**config.mk**
```make
export PLATFORM = sky130hd
export DESIGN_NAME = axis_modport_slice_flat
export DESIGN_NICKNAME = d
export VERILOG_FILES = /design/src/rtl/common_pkg.sv /design/src/rtl/axis_if.sv /design/src/rtl/axis_proto_monitor.sv /design/src/rtl/axis_modport_slice.sv /design/src/flat_wrapper.sv
export SDC_FILE = /design/constraint.sdc
export NUM_CORES = 1
export LEC_CHECK = 0
export ABC_AREA = 1
export BUFFER_PORTS_ARGS = -buffer_cell sky130_fd_sc_hd__buf_2
export CAP_MARGIN = 20
export CORE_UTILIZATION = 59
export CTS_BUF_LIST = sky130_fd_sc_hd__clkbuf_8 sky130_fd_sc_hd__clkbuf_16
export CTS_CLUSTER_DIAMETER = 80
export DETAILED_ROUTE_END_ITERATION = 10
export GPL_ROUTABILITY_DRIVEN = 1
export PLACE_DENSITY = 0.84
export SETUP_SLACK_MARGIN = 0.4
export SYNTH_ARGS = -nofsm -noshare
export SYNTH_HDL_FRONTEND = slang
export SYNTH_SLANG_ARGS = --single-unit
```
**constraint.sdc**
```tcl
create_clock -name aclk -period 4.6 [get_ports aclk]
set_input_delay 0.46 -clock aclk [delete_from_list [all_inputs] [get_ports aclk]]
set_output_delay 0.46 -clock aclk [all_outputs]
set_load 0.02 [all_outputs]
```
**src/rtl/common_pkg.sv**
```systemverilog
// rtl/common_pkg.sv - shared default widths for AXI-Stream blocks
package common_pkg;
  localparam int DEFAULT_TDATA_W = 32;
  localparam int DEFAULT_TID_W   = 4;
  localparam int DEFAULT_TDEST_W = 4;
endpackage

```
**src/rtl/axis_if.sv**
```systemverilog
// rtl/axis_if.sv - AXI-Stream interface with receiver/transmitter modports
interface axis_if
  import common_pkg::*;
#(
  parameter int TDATA_W = DEFAULT_TDATA_W,
  parameter int TID_W   = DEFAULT_TID_W,
  parameter int TDEST_W = DEFAULT_TDEST_W
) (
  input logic aclk,
  input logic arst_n
);
  localparam int TSTRB_W = TDATA_W / 8;
  localparam int TKEEP_W = TDATA_W / 8;

  logic [TDATA_W-1:0] tdata;
  logic [TSTRB_W-1:0] tstrb;
  logic [TKEEP_W-1:0] tkeep;
  logic               tlast;
  logic [TID_W-1:0]   tid;
  logic [TDEST_W-1:0] tdest;
  logic               twakeup;
  logic               tvalid;
  logic               tready;

  modport transmitter (
    input  aclk, arst_n, tready,
    output tdata, tstrb, tkeep, tlast, tid, tdest, twakeup, tvalid
  );

  modport receiver (
    input  aclk, arst_n, tdata, tstrb, tkeep, tlast, tid, tdest, twakeup, tvalid,
    output tready
  );
endinterface

```
**src/rtl/axis_proto_monitor.sv**
```systemverilog
// rtl/axis_proto_monitor.sv - sticky receiver-side handshake violation checker
module axis_proto_monitor #(
  parameter int PAYLOAD_W = 8
) (
  input  logic                 i_clk,
  input  logic                 i_rst_n,
  input  logic                 i_valid,
  input  logic                 i_ready,
  input  logic [PAYLOAD_W-1:0] i_payload,
  output logic                 o_err_valid_drop,
  output logic                 o_err_payload_change
);
  logic                 r_stalled;
  logic [PAYLOAD_W-1:0] r_payload;
  logic                 r_err_valid_drop;
  logic                 r_err_payload_change;

  // Remember a stall and flag a dropped or altered offer on the following edge.
  always_ff @(posedge i_clk or negedge i_rst_n) begin
    if (!i_rst_n) begin
      r_stalled            <= 1'b0;
      r_err_valid_drop     <= 1'b0;
      r_err_payload_change <= 1'b0;
    end else begin
      r_stalled <= i_valid & ~i_ready;
      if (r_stalled && !i_valid) begin
        r_err_valid_drop <= 1'b1;
      end
      if (r_stalled && i_valid && (i_payload != r_payload)) begin
        r_err_payload_change <= 1'b1;
      end
    end
  end

  // Payload snapshot is only consulted when r_stalled is set, so it needs no reset.
  always_ff @(posedge i_clk) begin
    r_payload <= i_payload;
  end

  assign o_err_valid_drop     = r_err_valid_drop;
  assign o_err_payload_change = r_err_payload_change;
endmodule

```
**src/rtl/axis_modport_slice.sv**
```systemverilog
// rtl/axis_modport_slice.sv - two-entry AXI-Stream skid slice with protocol monitor
module axis_modport_slice
  import common_pkg::*;
#(
  parameter int TDATA_W = DEFAULT_TDATA_W,
  parameter int TID_W   = DEFAULT_TID_W,
  parameter int TDEST_W = DEFAULT_TDEST_W
) (
  input  logic        aclk,
  input  logic        arst_n,
  axis_if.receiver    s_axis,
  axis_if.transmitter m_axis,
  output logic        err_valid_drop,
  output logic        err_payload_change
);
  localparam int TSTRB_W = TDATA_W / 8;
  localparam int TKEEP_W = TDATA_W / 8;

  if (TDATA_W <= 0 || (TDATA_W % 8) != 0 || TID_W <= 0 || TDEST_W <= 0) begin : g_bad_params
    $error("axis_modport_slice: illegal width parameters");
  end

  typedef struct packed {
    logic [TDATA_W-1:0] tdata;
    logic [TSTRB_W-1:0] tstrb;
    logic [TKEEP_W-1:0] tkeep;
    logic               tlast;
    logic [TID_W-1:0]   tid;
    logic [TDEST_W-1:0] tdest;
    logic               twakeup;
  } beat_t;

  localparam int BEAT_W = $bits(beat_t);

  beat_t w_s_beat;
  beat_t r_main;
  beat_t r_skid;
  logic  r_m_tvalid;
  logic  r_skid_valid;
  logic  r_s_tready;
  logic  w_s_fire;
  logic  w_m_fire;
  logic  w_load_main_skid;
  logic  w_load_main_s;
  logic  w_load_skid;
  logic  w_m_tvalid_nxt;
  logic  w_skid_valid_nxt;

  assign w_s_beat.tdata   = s_axis.tdata;
  assign w_s_beat.tstrb   = s_axis.tstrb;
  assign w_s_beat.tkeep   = s_axis.tkeep;
  assign w_s_beat.tlast   = s_axis.tlast;
  assign w_s_beat.tid     = s_axis.tid;
  assign w_s_beat.tdest   = s_axis.tdest;
  assign w_s_beat.twakeup = s_axis.twakeup;

  assign w_s_fire = s_axis.tvalid & r_s_tready;
  assign w_m_fire = r_m_tvalid & m_axis.tready;

  // Decide where each beat goes: the skid always drains into main before new input does.
  always_comb begin
    w_load_main_skid = 1'b0;
    w_load_main_s    = 1'b0;
    w_load_skid      = 1'b0;
    w_m_tvalid_nxt   = r_m_tvalid;
    w_skid_valid_nxt = r_skid_valid;
    if (!r_m_tvalid || w_m_fire) begin
      if (r_skid_valid) begin
        w_load_main_skid = 1'b1;
        w_skid_valid_nxt = 1'b0;
        w_m_tvalid_nxt   = 1'b1;
      end else if (w_s_fire) begin
        w_load_main_s  = 1'b1;
        w_m_tvalid_nxt = 1'b1;
      end else begin
        w_m_tvalid_nxt = 1'b0;
      end
    end else if (w_s_fire) begin
      w_load_skid      = 1'b1;
      w_skid_valid_nxt = 1'b1;
    end
  end

  // Occupancy flags and the registered upstream ready.
  always_ff @(posedge aclk or negedge arst_n) begin
    if (!arst_n) begin
      r_m_tvalid   <= 1'b0;
      r_skid_valid <= 1'b0;
      r_s_tready   <= 1'b0;
    end else begin
      r_m_tvalid   <= w_m_tvalid_nxt;
      r_skid_valid <= w_skid_valid_nxt;
      r_s_tready   <= ~w_skid_valid_nxt;
    end
  end

  // Payload registers; qualified by the valid flags, so left without reset.
  always_ff @(posedge aclk) begin
    if (w_load_main_skid) begin
      r_main <= r_skid;
    end else if (w_load_main_s) begin
      r_main <= w_s_beat;
    end
    if (w_load_skid) begin
      r_skid <= w_s_beat;
    end
  end

  assign s_axis.tready  = r_s_tready;
  assign m_axis.tvalid  = r_m_tvalid;
  assign m_axis.tdata   = r_main.tdata;
  assign m_axis.tstrb   = r_main.tstrb;
  assign m_axis.tkeep   = r_main.tkeep;
  assign m_axis.tlast   = r_main.tlast;
  assign m_axis.tid     = r_main.tid;
  assign m_axis.tdest   = r_main.tdest;
  assign m_axis.twakeup = r_main.twakeup;

  axis_proto_monitor #(
    .PAYLOAD_W(BEAT_W)
  ) u_monitor (
    .i_clk               (aclk),
    .i_rst_n             (arst_n),
    .i_valid             (s_axis.tvalid),
    .i_ready             (r_s_tready),
    .i_payload           (w_s_beat),
    .o_err_valid_drop    (err_valid_drop),
    .o_err_payload_change(err_payload_change)
  );
endmodule

```
**src/flat_wrapper.sv**
```systemverilog
// flat-port wrapper written by rule: the top's interface ports become plain ports
module axis_modport_slice_flat import common_pkg::*;
#(
  parameter int TDATA_W = DEFAULT_TDATA_W,
  parameter int TID_W   = DEFAULT_TID_W,
  parameter int TDEST_W = DEFAULT_TDEST_W
)
  (aclk, arst_n, err_valid_drop, err_payload_change, s_axis_tdata, s_axis_tstrb, s_axis_tkeep, s_axis_tlast, s_axis_tid, s_axis_tdest, s_axis_twakeup, s_axis_tvalid, s_axis_tready, m_axis_tready, m_axis_tdata, m_axis_tstrb, m_axis_tkeep, m_axis_tlast, m_axis_tid, m_axis_tdest, m_axis_twakeup, m_axis_tvalid);
  axis_if #(.TDATA_W(TDATA_W), .TID_W(TID_W), .TDEST_W(TDEST_W)) s_axis_i (.aclk(aclk), .arst_n(arst_n));
  axis_if #(.TDATA_W(TDATA_W), .TID_W(TID_W), .TDEST_W(TDEST_W)) m_axis_i (.aclk(aclk), .arst_n(arst_n));
  input  logic aclk;
  input  logic arst_n;
  output logic err_valid_drop;
  output logic err_payload_change;
  input wire logic [$bits(s_axis_i.tdata)-1:0] s_axis_tdata;
  input wire logic [$bits(s_axis_i.tstrb)-1:0] s_axis_tstrb;
  input wire logic [$bits(s_axis_i.tkeep)-1:0] s_axis_tkeep;
  input wire logic [$bits(s_axis_i.tlast)-1:0] s_axis_tlast;
  input wire logic [$bits(s_axis_i.tid)-1:0] s_axis_tid;
  input wire logic [$bits(s_axis_i.tdest)-1:0] s_axis_tdest;
  input wire logic [$bits(s_axis_i.twakeup)-1:0] s_axis_twakeup;
  input wire logic [$bits(s_axis_i.tvalid)-1:0] s_axis_tvalid;
  output wire logic [$bits(s_axis_i.tready)-1:0] s_axis_tready;
  input wire logic [$bits(m_axis_i.tready)-1:0] m_axis_tready;
  output wire logic [$bits(m_axis_i.tdata)-1:0] m_axis_tdata;
  output wire logic [$bits(m_axis_i.tstrb)-1:0] m_axis_tstrb;
  output wire logic [$bits(m_axis_i.tkeep)-1:0] m_axis_tkeep;
  output wire logic [$bits(m_axis_i.tlast)-1:0] m_axis_tlast;
  output wire logic [$bits(m_axis_i.tid)-1:0] m_axis_tid;
  output wire logic [$bits(m_axis_i.tdest)-1:0] m_axis_tdest;
  output wire logic [$bits(m_axis_i.twakeup)-1:0] m_axis_twakeup;
  output wire logic [$bits(m_axis_i.tvalid)-1:0] m_axis_tvalid;
  assign s_axis_i.tdata = s_axis_tdata;
  assign s_axis_i.tstrb = s_axis_tstrb;
  assign s_axis_i.tkeep = s_axis_tkeep;
  assign s_axis_i.tlast = s_axis_tlast;
  assign s_axis_i.tid = s_axis_tid;
  assign s_axis_i.tdest = s_axis_tdest;
  assign s_axis_i.twakeup = s_axis_twakeup;
  assign s_axis_i.tvalid = s_axis_tvalid;
  assign s_axis_tready = s_axis_i.tready;
  assign m_axis_i.tready = m_axis_tready;
  assign m_axis_tdata = m_axis_i.tdata;
  assign m_axis_tstrb = m_axis_i.tstrb;
  assign m_axis_tkeep = m_axis_i.tkeep;
  assign m_axis_tlast = m_axis_i.tlast;
  assign m_axis_tid = m_axis_i.tid;
  assign m_axis_tdest = m_axis_i.tdest;
  assign m_axis_twakeup = m_axis_i.twakeup;
  assign m_axis_tvalid = m_axis_i.tvalid;
  axis_modport_slice #(.TDATA_W(TDATA_W), .TID_W(TID_W), .TDEST_W(TDEST_W)) u_core (.aclk(aclk), .arst_n(arst_n), .s_axis(s_axis_i), .m_axis(m_axis_i), .err_valid_drop(err_valid_drop), .err_payload_change(err_payload_change));
endmodule
```
==> results.json, run 1 <==
{
  "slew_headroom_pct": 34.6,
  "final_util_pct": 75.1,
  "synth_nets": 525,
  "synthCells": 471,
  "clk_latency_ps": 520,
  "dr.pass1.iters": 5,
  "place_ws_ps": 2330,
  "wirelength_um": 10500,
  "worst_slack_ps": 2510,
  "globalplace.congestion": 0.759,
  "grt_pass1_wl_um": 16200,
  "finalCriticalPeriod_ps": 2090,
  "die_h_um": 101,
  "ys_ff_latch": 156,
  "grtUsageTotal_pct": 22.0,
  "clock_tree.root_cell": "clkbuf_8",
  "rows": 35,
  "final_cell_mix": "108 x nand2_1, 107 x buf_2, 100 x edfxtp_1, 61 x inv_1, 57 x nor2_1",
  "post-route-drc-count": 0,
  "hold_class": "primary input to flip-flop",
  "syn_avg_cell_area_um2": 12.3,
  "core_area_mm2": 0.00937,
  "wl_per_cell_um": 14.3,
  "slew_violations": 0,
  "hold_ws_ps": 83.4,
  "finalSetupTns_ps": 0,
  "final_common_cell": "nand2_1",
  "antenna_cells": 0,
  "dp_hpwl_um": 6670,
  "ant_nets": 0,
  "rsz0062_at_grt": "no",
  "critPathSlowestCell": "nor2_4",
  "highest_layer": "met4",
  "hold_viol": 0,
  "end_kind": "flip-flop",
  "synth_cell_types": 18,
  "syn_area_mm2": 0.00579,
  "skew_ps": 7.25,
  "crit_type": "flip-flop to flip-flop",
  "cellLeakagePower_nw": 3.18,
  "vias_per_cell": 4.85,
  "start_util_pct": 61.8,
  "seq_area_frac_synth_pct": 71.8,
  "arrival_ps": 2290,
  "htreeDepth": 4,
  "route.met2.wl_um": 5760,
  "chipWidth_um": 101,
  "drt_iter0_markers": 175,
  "clk_transition_reported_paths_ps": 60,
  "cts_sinks": 156,
  "dieArea_mm2": 0.0102,
  "peakVddDrop_mv": 0.256,
  "worstSetupStartpointType": "flip-flop",
  "tightestPinTransition_ps": 980,
  "path_cells": "inv_1 > nor2_1 > inv_2 > nor2_4 > buf_4",
  "grt_pass1_vias": 3518,
  "grt_max_degree": 79,
  "p_per_area_mw_per_mm2": 476,
  "fin_nets": 646,
  "post-route-period-util_pct": 45.4,
  "worstPathMaxFanout": 33,
  "setup_viol": 0,
  "clockBufferDepth": 2,
  "yosysWarningCount": 0,
  "cap_violations": 0,
  "status": "complete, no violations",
  "critical-path-max-stage-delay_ps": 740,
  "antenna_found_initial": 0,
  "r2r_setup_slack_ps": 2510,
  "drive_above_1_share_pct": 27.8,
  "cts_tree": "done",
  "boundaryPins": 108,
  "area_delta_synth_final_pct": 21.6,
  "grt_overflow": 0,
  "m1WireLength_um": 4020,
  "io_buffer_count": 107,
  "cts_buffers": 17,
  "crit_required_ps": 4800,
  "max_freq_mhz": 479,
  "dr_total_vias": 3558,
  "wl_met3_um": 515
}
## path summary, 6_finish.rpt
check | depth (start not counted) | endpoint | start
max in group asynchronous | 2 | u_core.m_axis.tvalid | arst_n
hold / removal | 1 | u_core.u_monitor.r_payload[1] | s_axis_tdest[0]
setup reg to reg | 5 | u_core.r_skid[18] | u_core.m_axis.tvalid
setup / recovery | 5 | u_core.r_skid[18] | u_core.m_axis.tvalid
min in group asynchronous | 2 | u_core.u_monitor.o_err_payload_change | arst_n
hold reg to reg | 1 | u_core.u_monitor.r_stalled | u_core.s_axis.tready
## final cells by class
cell class | count | area, um2
Timing Repair Buffer | 110 | 573
Sequential cell | 156 | 4150
Clock buffer | 17 | 414
Multi-Input combinational cell | 244 | 1330
Inverter | 63 | 236
Tap cell | 129 | 161
Clock inverter | 15 | 163
Fill cell | 615 | 2340
## per-layer routing
metal | vias up | GRT usage [%]
met5 | - | 0
met4 | 0 | 11.4
met2 | 89 | 39.9
met3 | 17 | 5.13
li1 | 1758 | -
met1 | 1694 | 23.8
## timing repair
item                                    4_1_cts  5_1_grt
gates resized for setup                       0        0
endpoints found under the setup margin        0        0
endpoints found under the hold margin         6        0
hold buffers                                  1        0
buffers inserted                              0        0
## where the power goes
group	internal, mW	switching [mW]	total (mW)
Sequential	1.61	0.0345	1.65
Combinational	0.129	0.221	0.350
Clock	0.782	0.567	1.35
## Yosys cell counts
master / instances / share of area (%)
buf_2: 3 / 0.26
or2_2: 1 / 0.11
xnor2_1: 21 / 3.2
nor2_1: 58 / 3.8
buf_6: 5 / 0.97
inv_2: 1 / 0.065
a21oi_1: 28 / 2.4
nand2_4: 1 / 0.19
dfrtp_1: 6 / 2.6
dfxtp_1: 50 / 17
a21o_1: 1 / 0.13
edfxtp_1: 100 / 52
o21ai_0: 1 / 0.086
nand2_1: 108 / 7.0
inv_1: 62 / 4.0
nand3_1: 2 / 0.17
xor2_1: 1 / 0.15
mux2_4: 22 / 5.7
## critical path: cells and delay by family, from the launching register on
kind / cells / cell delay, ps
and+or+nand+nor: 2 / 840
DFF: 1 / 360
buffers and inverters: 3 / 550
## per-stage QoR
stage | total power, mW | instances | cell area [um2]
after global placement | 2.00 | 700 | 6430
after floorplan | 1.90 | 471 | 5790
after global routing | 3.46 | 734 | 7040
final | 3.35 | 734 | 7040
after detailed placement | 2.02 | 700 | 6430
after CTS | 3.36 | 733 | 7020
## kinds of logic after synthesis
kind of cell	after synthesis	share of synthesized area, %
AOI/OAI and AO/OA	30	2.64
muxes	22	5.71
and+or+nand+nor	170	11.2
buffers and inverters	71	5.32
xor gates and xnor gates	22	3.33
DFF	156	71.8
## flip-flops by register name, summed over array words and instances, names as in the netlist, 4 cells and up
name and count:
u_core.r_skid 50, u_core.u_monitor.r_payload 50, u_core.m_axis.tdata 32, u_core.m_axis.tdest 4
u_core.m_axis.tid 4, u_core.m_axis.tkeep 4, u_core.m_axis.tstrb 4
(Power assumes the default switching activity.)
==> inputs of run 2 (changes only) <==
CORE_UTILIZATION = 49   (was 59)
PLACE_DENSITY = 0.75   (was 0.84)
clock period = 1.8 ns   (was 4.6 ns; I/O delays follow)
==> run 2 against run 1 <==
Effect of this change:
- clock power increased to 3.0 times the previous value
- first-iteration DRC count increased by 10%
- non-clock buffer count grew 69
- critical path type unchanged
- sequential cell count unchanged
- critical endpoint is now u_core.m_axis.tdata[31]
- cell area rose by 18%
- largest power group unchanged
- cell count up 11%
- critical path depth is 1 higher
==> results.json, run 2 (synthesis gave the netlist of run 1 again) <==
{
  "ff2ff_path_depth": 6,
  "crit_required_ps": 1960,
  "setup_viol": 0,
  "max_freq_mhz": 677,
  "htreeDepth": 4,
  "final_common_cell": "nand2_1",
  "peakVddDrop_mv": 0.635,
  "clk_latency_ps": 420,
  "busiest_layer": "met2",
  "finalCriticalPeriod_ps": 1480,
  "die_h_um": 111,
  "grt_max_degree": 34,
  "cellLeakagePower_nw": 3.80,
  "cp.buffers_inverters": 3,
  "path_cells": "inv_2 > nor2_4 > inv_4 > nand2_8 > clkbuf_16 > mux2_4",
  "arrival_ps": 1640,
  "chipWidth_um": 111,
  "globalplace.congestion": 0.789,
  "hold_class": "primary input to flip-flop",
  "final_cell_mix": "104 x nand2_1, 100 x edfxtp_1, 93 x buf_2, 54 x inv_1, 43 x nor2_1",
  "final_util_pct": 72.3,
  "cp-endpoint": "u_core.m_axis.tdata[31]",
  "hold_viol": 0,
  "place_area_mm2": 0.00655,
  "grt_pass1_vias": 3824,
  "grt_use_met2_pct": 35.5,
  "crit_type": "flip-flop to flip-flop",
  "dieArea_mm2": 0.0123,
  "dp_hpwl_um": 6740,
  "place_ws_ps": 285,
  "io_buffer_count": 107,
  "boundaryPins": 108,
  "n_fill_cell": 714,
  "vias_per_cell": 4.72,
  "post-route-period-util_pct": 82.1,
  "power.total_mw": 9.49,
  "p_per_area_mw_per_mm2": 1140,
  "status": "complete, no violations",
  "r2r_setup_slack_ps": 320,
  "worstPathMaxFanout": 7,
  "finalSetupTns_ps": 0,
  "post-route-drc-count": 0,
  "cts_buffers": 17,
  "slew_violations": 0,
  "cp-startpoint": "u_core.m_axis.tvalid",
  "clockBufferDepth": 2,
  "slew_headroom_pct": 82.9,
  "r2r-start": "u_core.m_axis.tvalid",
  "clk_transition_reported_paths_ps": 60,
  "skew_ps": 8.84,
  "hold_ws_ps": 37.4,
  "rows": 39,
  "wl_per_cell_um": 15.1,
  "core_area_mm2": 0.0115,
  "use_met3_pct": 6.07,
  "critPathSlowestCell": "dfrtp_2",
  "end_kind": "flip-flop",
  "cts_sinks": 156,
  "grtUsageMet1_pct": 21.3,
  "stdcell_count": 817,
  "fin_nets": 715,
  "grtUsageTotal_pct": 19.7,
  "worst_slack_ps": 323,
  "dr_total_vias": 3859,
  "grt_pass1_wl_um": 18300,
  "wirelength_um": 12300,
  "fin_area_mm2": 0.00829,
  "ant_nets": 0,
  "start_util_pct": 50.5,
  "r2r-end": "u_core.m_axis.tdata[31]",
  "rsz0062_at_grt": "yes",
  "dr.pass1.iters": 4,
  "clock_tree.root_cell": "clkbuf_16",
  "cap_violations": 0,
  "drive_above_1_share_pct": 35.0,
  "drt_iter0_markers": 193,
  "cp_top_family": "flip-flops",
  "critical-path-max-stage-delay_ps": 410,
  "cts_tree": "done",
  "antenna_cells": 0,
  "area_delta_synth_final_pct": 43.3,
  "grt_overflow": 0,
  "worstSetupStartpointType": "flip-flop",
  "antenna_found_initial": 0,
  "tightestPinTransition_ps": 257,
  "crit_cells": 6,
  "dp.cells": 719
}
run 2: cell count changes in the layout (fill, tap and decap cells not counted), moves of 9 or more:
cell	previous run	this run
buf_2	107	93
buf_6	0	13
dfxtp_1	50	40
dfxtp_2	0	10
dlygate4sd3_1	1	39
dlymetal6s4s_1	0	13
nor2_1	57	43
nor2_2	0	12
xnor2_1	21	12
xnor2_2	0	9
run 2: report_power, final:
| part | total [mW] | internal [mW] | switching (mW) |
|---|---|---|---|
| sequential | 4.22 | 4.12 | 0.0966 |
| combinational | 1.21 | 0.561 | 0.651 |
| clock | 4.05 | 2.65 | 1.41 |
| total | 9.49 | 7.33 | 2.15 |
run 2: worst min-delay path by stage:
stage / startpoint / to / slack (ps) / cells past startpoint
after floorplan: arst_n / u_core.m_axis.tvalid / -120 / 0
after detailed placement: arst_n / u_core.u_monitor.o_err_payload_change / 9 / 1
after CTS: s_axis_tvalid / u_core.u_monitor.r_stalled / 30 / 3
after global placement: arst_n / u_core.u_monitor.o_err_payload_change / 6 / 1
final: s_axis_tvalid / u_core.u_monitor.r_stalled / 40 / 3
after global routing: s_axis_tvalid / u_core.u_monitor.r_stalled / 40 / 3
run 2: repair_timing:
item,CTS,global route
resized for setup,6,87
endpoints found under the hold margin,96,0
cloned,4,3
pin swaps,0,34
endpoints found under the setup margin,42,121
setup buffers,3,4
hold buffers,52,0
run 2: worst min-delay path: stages:
cell and delay, ps:
buf_2 120, inv_1 70, nor2_1 40
run 2: metal layers:
metal  vias up  share of wire (%)  wire, um
met1      1825                 39      4860
met2       102                 53      6580
met4         0                3.4       416
met5         -                  0         0
met3        35                3.8       462
li1       1897                  -         -
run 2: final cells by class:
| type | count | area, um2 | area share [%] |
|---|---|---|---|
| clock inverter | 14 | 240 | 2.90 |
| timing repair buffer | 179 | 1540 | 18.6 |
| multi-input combinational | 244 | 1480 | 17.9 |
| inverter | 63 | 243 | 2.93 |
| sequential | 156 | 4170 | 50.3 |
| clock buffer | 18 | 439 | 5.30 |
| tap | 143 | 179 | 2.16 |
==> inputs of run 3 (changes only) <==
clock period = 1.3 ns   (was 1.8 ns; I/O delays follow)
==> run 3 against run 2 <==
Effect of this change:
- the flow now finishes with violations (negative setup slack)
- die area unchanged
- routed wire length up 42%
- sequential power up 41%
- sequential share of layout area down 4.2 points
- setup slack worse by 690 ps
- clock skew up 1.2 ps
- count of clock-buffer cells in the layout up 1
- first-iteration DRC count up 35%
- register-to-register slack worse by 690 ps
- fmax down 11%
- combinational power up 90%
- global-route usage up 3.2 points
==> results.json, run 3 (synthesis gave the netlist of run 1 again) <==
{
  "status": "complete, but fails checks",
  "failed_checks": "negative setup slack",
  "max_freq_mhz": 600,
  "slew_violations": 0,
  "cellLeakagePower_nw": 3.89,
  "power_frac_seq_pct": 43.1,
  "setup_viol": 151,
  "boundaryPins": 108,
  "m1WireLength_um": 6640,
  "die_h_um": 111,
  "route.met2.wl_um": 9220,
  "grtUsageTotal_pct": 22.9,
  "clk_transition_reported_paths_ps": 60,
  "cts_tree": "done",
  "cts_buffers": 17,
  "clock_power_share_pct": 40.2,
  "critical-path-max-stage-delay_ps": 350,
  "worstSetupStartpointType": "flip-flop",
  "r2r_setup_slack_ps": -370,
  "grt_pass1_vias": 4122,
  "drive_above_1_share_pct": 42.4,
  "fin_nets": 732,
  "path_cells": "inv_1 > nand2_1 > nand2_1 > nor2_1 > nand2_1 > nor2_1 > nand2_1 > nor2_1 > nand2_1 > nand2_1 > nand2_1",
  "dr.pass1.iters": 6,
  "crit_type": "flip-flop to flip-flop",
  "rsz0062_at_grt": "yes",
  "post-route-period-util_pct": 128,
  "highest_layer": "met4",
  "dieArea_mm2": 0.0123,
  "post-route-drc-count": 0,
  "ant_nets": 0,
  "worst_slack_ps": -366,
  "finalCriticalPeriod_ps": 1670,
  "antenna_found_initial": 2,
  "r2r-end": "u_core.u_monitor.o_err_payload_change",
  "slew_headroom_pct": 79.6,
  "peakVddDrop_mv": 1.40,
  "wl_per_cell_um": 20.9,
  "vias_per_cell": 5.24,
  "p_sw_share_pct": 24.9,
  "clk_latency_ps": 430,
  "final_cell_mix": "103 x nand2_1, 100 x edfxtp_1, 61 x buf_6, 57 x inv_1, 53 x buf_2",
  "critPathSlowestCell": "dfxtp_1",
  "path_common_cell": "nand2_1",
  "crit_required_ps": 1620,
  "grt_overflow": 0,
  "core_area_mm2": 0.0115,
  "rows": 39,
  "start_util_pct": 50.5,
  "final_common_cell": "nand2_1",
  "hold_ws_ps": 33.0,
  "chipWidth_um": 111,
  "grt_max_degree": 26,
  "area_delta_synth_final_pct": 56.7,
  "clock_tree.root_cell": "clkbuf_16",
  "hold_class": "primary input to flip-flop",
  "end_kind": "flip-flop",
  "ff2ff_path_depth": 11,
  "finalSetupTns_ps": -19300,
  "worstPathMaxFanout": 2,
  "cts_sinks": 156,
  "clockBufferDepth": 2,
  "p_per_area_mw_per_mm2": 1520,
  "io_buffer_count": 107,
  "p_comb_share_pct": 16.7,
  "dr_total_vias": 4373,
  "drt_iter0_markers": 260,
  "wl_met3_um": 984,
  "arrival_ps": 1980,
  "hold_viol": 0,
  "dp_hpwl_um": 7270,
  "htreeDepth": 4,
  "r2r-start": "u_core.u_monitor.r_payload[11]",
  "min_path_cells": 5,
  "p_switching_mw": 3.43,
  "skew_ps": 10.0,
  "globalplace.congestion": 0.768,
  "tightestPinTransition_ps": 305,
  "grt_pass1_wl_um": 20900,
  "cellInternalPower_mw": 10.3,
  "holdPathEnd": "u_core.u_monitor.o_err_payload_change",
  "cap_violations": 0,
  "wirelength_um": 17500,
  "worstHoldStart": "s_axis_tvalid"
}
## run 3: worst max-delay path, delay by kind of cell (launching register included)
kind | cells | cell delay (ps)
buffers and inverters | 1 | 70
flip-flops | 1 | 350
AND/OR/NAND/NOR | 10 | 1140
## run 3: worst max path at each step
| stage | start | endpoint | slack, ps | cells after the start |
|---|---|---|---|---|
| 5_1_grt | u_core.u_monitor.r_payload[11] | u_core.u_monitor.o_err_payload_change | -420 | 11 |
| 4_1_cts | u_core.m_axis.tvalid | u_core.m_axis.tdata[26] | -120 | 8 |
| 3_3_place_gp | u_core.m_axis.tvalid | u_core.m_axis.tdata[9] | -70 | 6 |
| 3_5_place_dp | u_core.m_axis.tvalid | u_core.m_axis.tdata[16] | -110 | 6 |
| 6_report | u_core.u_monitor.r_payload[11] | u_core.u_monitor.o_err_payload_change | -370 | 11 |
| 2_1_floorplan | u_core.s_axis.tready | u_core.m_axis.tdata[0] | -560 | 4 |
## run 3: power by group through the flow
stage	clock [mW]	sequential (mW)	combinational, mW
floorplan	0	6.15	0.627
global placement	0	5.92	1.37
detailed placement	0	5.93	1.41
CTS	5.46	5.86	1.80
global route	5.76	5.95	2.40
finish	5.54	5.93	2.30
## run 3: repair_timing
action	4_1_cts	5_1_grt
setup buffers	6	2
resized for setup	86	135
hold endpoints to repair	107	0
setup endpoints to repair	208	208
gates cloned	4	10
hold buffers	52	0
pin swaps	8	19
## run 3: through the flow
| step | setup WS (ps) | area (um2) | instances | power, mW | utilization (%) |
|---|---|---|---|---|---|
| floorplan | -558 | 5910 | 471 | 6.78 | - |
| global placement | -68.8 | 6770 | 728 | 7.29 | 59.0 |
| detailed placement | -113 | 6770 | 728 | 7.34 | 59.0 |
| CTS | -121 | 8370 | 822 | 13.1 | 73.0 |
| global route | -416 | 9070 | 835 | 14.1 | 79.1 |
| finish | -366 | 9070 | 835 | 13.8 | 79.1 |
## run 3: cell type report
cell class | instances | area, um2
flip-flops and latches | 156 | 4180
fillers | 566 | 2400
repair buffers | 196 | 2120
multi-input cells | 244 | 1690
clock buffers | 19 | 475
inverters | 63 | 240
clock inverters | 13 | 185
well taps | 143 | 179
diodes | 1 | 2.50
## run 3: layer usage
metal,GRT usage (%),vias up
li1,-,1951
met1,26.1,2191
met2,40.1,184
met3,5.85,47
met4,11.0,0
met5,0,-
